### config.mk
export PLATFORM = sky130hd
export DESIGN_NAME = ifm_rdport
export DESIGN_NICKNAME = d
export VERILOG_FILES = /design/src/rtl/ifm_rdport.sv
export SDC_FILE = /design/constraint.sdc
export NUM_CORES = 1
export LEC_CHECK = 0
export CAP_MARGIN = 10
export CELL_PAD_IN_SITES_DETAIL_PLACEMENT = 0
export CELL_PAD_IN_SITES_GLOBAL_PLACEMENT = 1
export CORE_MARGIN = 2
export CORE_UTILIZATION = 47
export CTS_CLUSTER_DIAMETER = 60
export CTS_CLUSTER_SIZE = 14
export DETAILED_ROUTE_END_ITERATION = 8
export GPL_TIMING_DRIVEN = 0
export PLACE_DENSITY_LB_ADDON = 0.12
export SLEW_MARGIN = 20
export SYNTH_ARGS = -nofsm -noshare
export SYNTH_HDL_FRONTEND = slang
export SYNTH_SLANG_ARGS = --single-unit
### constraint.sdc
create_clock -name clk -period 3.2 [get_ports clk]
set_clock_uncertainty 0.1 [all_clocks]
set_input_delay 0.48 -clock clk [delete_from_list [all_inputs] [get_ports clk]]
set_output_delay 0.48 -clock clk [all_outputs]
set_load 0.02 [all_outputs]
### src/rtl/ifm_rdport.sv
// ifm_rdport: turns the CR-DMA address stream into SRAM reads and returns the
// read words, with their first/last tags, through a small registered FIFO.
// Optional build macro: IFM_RDPORT_PAD_EN -- the top address 2**AW-1 becomes a
// padding address that returns zeros without touching the SRAM.
module ifm_rdport #(
    parameter int DW = 64,
    parameter int AW = 11,
    parameter int FD = 4
) (
    input  logic          clk,
    input  logic          rst,
    input  logic [AW-1:0] ifm_addr,
    input  logic          ifm_addr_first,
    input  logic          ifm_addr_last,
    input  logic          ifm_addr_valid,
    output logic          ifm_addr_ready,
    output logic          sram_ce,
    output logic [AW-1:0] sram_addr,
    input  logic [DW-1:0] sram_rdata,
    output logic [DW-1:0] crdma_m_data,
    output logic          crdma_m_first,
    output logic          crdma_m_last,
    output logic          crdma_m_valid,
    input  logic          crdma_m_ready,
    output logic          busy
);

    localparam int PW = (FD > 1) ? $clog2(FD) : 1;
    // One spare bit so occ + inflight cannot wrap in the credit compare.
    localparam int OW = $clog2(FD + 1) + 1;

    typedef struct packed {
        logic [DW-1:0] data;
        logic          first;
        logic          last;
    } ent_t;

    ent_t          fifo_mem [FD];
    ent_t          head;
    logic [PW-1:0] wptr, rptr;
    logic [OW-1:0] occ;
    logic          rd_vld, rd_pad, rd_first, rd_last;
    logic          acc, pad, push, pop, busy_q, busy_set, busy_clr;

    function automatic logic [PW-1:0] ptr_inc(input logic [PW-1:0] p);
        return (p == PW'(FD - 1)) ? '0 : p + 1'b1;
    endfunction

`ifdef IFM_RDPORT_PAD_EN
    assign pad = (ifm_addr == {AW{1'b1}});
`else
    assign pad = 1'b0;
`endif

    // A read issued last cycle already owns a FIFO slot; a same-cycle pop
    // is deliberately not credited so ready never depends on crdma_m_ready.
    assign ifm_addr_ready = !rst && ((occ + OW'(rd_vld)) < OW'(FD));
    assign acc            = ifm_addr_valid && ifm_addr_ready;
    assign sram_ce        = acc && !pad;
    assign sram_addr      = ifm_addr;

    assign push           = rd_vld;
    assign head           = fifo_mem[rptr];
    assign crdma_m_valid  = (occ != '0);
    assign pop            = crdma_m_valid && crdma_m_ready;

    // Outputs are forced to zero whenever nothing is presented, which also
    // covers reset since occ is cleared asynchronously.
    assign crdma_m_data   = crdma_m_valid ? head.data  : '0;
    assign crdma_m_first  = crdma_m_valid ? head.first : 1'b0;
    assign crdma_m_last   = crdma_m_valid ? head.last  : 1'b0;

    assign busy_set       = acc && ifm_addr_first;
    assign busy_clr       = pop && head.last;
    assign busy           = busy_q || busy_set;

    // Read pipeline: tags travel one cycle alongside the SRAM access.
    always_ff @(posedge clk or posedge rst) begin
        if (rst) begin
            rd_vld   <= 1'b0;
            rd_pad   <= 1'b0;
            rd_first <= 1'b0;
            rd_last  <= 1'b0;
        end else begin
            rd_vld   <= acc;
            rd_pad   <= pad;
            rd_first <= ifm_addr_first;
            rd_last  <= ifm_addr_last;
        end
    end

    // FIFO storage: written the cycle rdata is valid; padding pushes zeros.
    always_ff @(posedge clk) begin
        if (push) begin
            fifo_mem[wptr] <= '{data: rd_pad ? '0 : sram_rdata,
                                first: rd_first, last: rd_last};
        end
    end

    // FIFO pointers and occupancy; push+pop together leaves occ unchanged.
    always_ff @(posedge clk or posedge rst) begin
        if (rst) begin
            wptr <= '0;
            rptr <= '0;
            occ  <= '0;
        end else begin
            if (push) wptr <= ptr_inc(wptr);
            if (pop)  rptr <= ptr_inc(rptr);
            case ({push, pop})
                2'b10:   occ <= occ + 1'b1;
                2'b01:   occ <= occ - 1'b1;
                default: occ <= occ;
            endcase
        end
    end

    // Burst tracker: set on an accepted first address, cleared by the popped
    // last word; a new first in the same cycle wins.
    always_ff @(posedge clk or posedge rst) begin
        if (rst)           busy_q <= 1'b0;
        else if (busy_set) busy_q <= 1'b1;
        else if (busy_clr) busy_q <= 1'b0;
    end

endmodule

==> results.cfg <==
[detailed_routing]
vias = 5239
routedWlPerCell_um = 21.04
routed_wl_um = 20600
firstDrtPassIters = 5
ant_nets = 0
avgViaCountPerCell = 5.351
drc = 0
drtIter0Drc = 248

[cts]
clock_sinks = 276
cts_made_buffers = 25
tritoncts = yes
clock_path_buffers = 3
htreeDepth = 1
clkTransAtPathRegs_ps = 70
cts-root-buf = clkbuf_16
clk_latency_ps = 520

[cells_and_area]
final_nets = 768
fin_area_sq_um = 13580
syn_to_final_growth_pct = 25.97
drive_gt1_share_pct = 21.65
post-route-util_pct = 60.14

[global_routing]
antenna_found_initial = 1
grt_max_degree = 38
globalRouteTotalUtil_pct = 17.42
gr-total-overflow = 0
grt_pass1_vias = 5621
grt_pass1_wl_um = 31910

[placement]
hpwlAfterDp_um = 13080
place_area_sq_um = 12750
port_buffers = 150
routabilityCongestion = 0.7503

[die]
fp-row-count = 55
dieArea_sq_um = 24160
io_pins = 162
dieWidth_um = 155.4
die_h_um = 155.4
start_util_pct = 47.74
core_sq_um = 22570

[timing]
hold_viol = 0
fmax_mhz = 321.5
tightest_slew_ps = 550.6
finalMaxSlewViolations = 0
slew_headroom_pct = 63.29
layout_min_cycle_time_ps = 3110
setup_violations = 0
rsz0062_at_grt = yes
post-route-period-util_pct = 97.20

[power_and_ir_drop]
vdd_drop_max_v = 0.0005468
power_mw = 11.58
leakagePower_nw = 4.587
power_density_nw_per_um2 = 852.9

[flow_run]
maxCapViolations = 0

[synthesis]
syn_inst = 500
syn_area_sq_um = 10780
synth_edf_count = 264
synth_nets = 589
yosysTopAreaCellShare_pct = 73.56
synth_seq_cells = 276
yosys_warnings = 0
synthTopCellsByCount = 264 x edfxtp_1, 70 x and2_1, 66 x mux4_2
ys_seq_area_share_pct = 76.35
synth_ff_type = edfxtp_1
synth_top_area_cell = edfxtp_1
synthTopCellsByArea = edfxtp_1 74%, mux4_2 14%, and2_1 4.1%, dfrtp_1 2.8%, buf_4 0.98%
synth_most_common_cell = edfxtp_1
ys_types = 37
syn_area_per_cell_sq_um = 21.55
async_flop_share_pct = 4.348

[setup_path]
required_ps = 2620
setup.worst_path.class = reg -> out
critPathLaunchType = register
critPathArrivalTime_ps = 2530
endpoint_kind = primary output
cp_max_fo = 10

[hold_path]
holdCritPathClass = in -> async

[status]
status = finished, final reports clean
## critical path, cell delays in order, from the launching register on
cell and delay [ps]:
dfrtp_1 380, buf_6 130, or4_4 570, clkbuf_4 220, and2_1 160, clkdlybuf4s50_1 540
## per-stage QoR
stage | TNS, ps | worst slack (ps) | std cells | hold WS, ps
final | 0 | 89.72 | 979 | 317.8
after global routing | -11.60 | -7.056 | 978 | 332.4
after CTS | -82.51 | -82.51 | 979 | 309.3
after detailed placement | 0 | 113.2 | 939 | 383.1
after global placement | -218100 | -841.1 | 935 | 372.7
after floorplan | 0 | 496.0 | 500 | 244.7
## cells in the final DEF (no fill, tap or decap), types with 6 or more instances in the layout
master             n
clkbuf_16         25
dlymetal6s2s_1     6
edfxtp_1         264
inv_1              9
dfrtp_1           10
clkdlybuf4s50_1  111
dlygate4sd2_1     33
ha_1               8
buf_4             15
clkbuf_1           8
mux4_2            66
and2_1            66
## sequential cells by signal, indices dropped and copies added, names as in the netlist
register and cells:
rd_last 1, wptr 2, occ 4, rptr 2, rd_first 1, busy_q 1, fifo_mem 264, push 1
## kinds of logic (layout without fill, tap and decap cells)
group                      count (synthesis)  count (layout)  synth area share, %
xor gates and xnor gates                   3               3               0.2439
adders and majority gates                  8               8               0.9289
other                                      0               1                    0
muxes                                     70              70                14.27
and+or+nand+nor                           84              84                4.946
DFF                                      276             276                76.35
buffers and inverters                     46             239                2.368
AOI/OAI and AO/OA                         13              13               0.8942
## power by group
part / total, mW / internal, mW / switching [mW] / leakage (nW)
registers: 4.33 / 4.22 / 0.113 / 2.52
logic: 4.34 / 2.17 / 2.16 / 1.68
clock network: 2.91 / 1.70 / 1.21 / 0.384
## timing repair
item	CTS	global route
buffers inserted	0	0
setup endpoints to repair	66	14
hold buffers	0	0
gates resized for setup	58	9
## final cells by class
cell class	instances	area, sq um
antenna	1	2.502
buffer	35	272.8
clock buffer	33	665.6
clock inverter	8	125.1
fill	1655	8996
inverter	9	33.78
multi-input combinational	178	2303
sequential	276	8230
tap	285	356.6
timing repair buffer	154	1585
## worst paths after layout
kind	from	end	slack (ps)	cells after the start
worst max-delay path	occ[1]	crdma_m_data[23]	90	5
worst min-delay path	rst	occ[3]	320	2
worst max register to register	occ[1]	occ[3]	300	8
worst min register to register	rd_first	fifo_mem[2][1]	400	0
max in group asynchronous	rst	rptr[0]	2290	2
min in group clk	ifm_addr_last	rd_last	340	1
## routing by layer
layer	vias to the layer above	wire length, um	track usage, %
met5	-	0	0
met4	0	310	3.844
met3	26	1235	3.788
met2	148	10400	29.86
met1	2712	8657	23.19
li1	2353	-	-
Note: power is estimated with default switching activity, not from simulation.
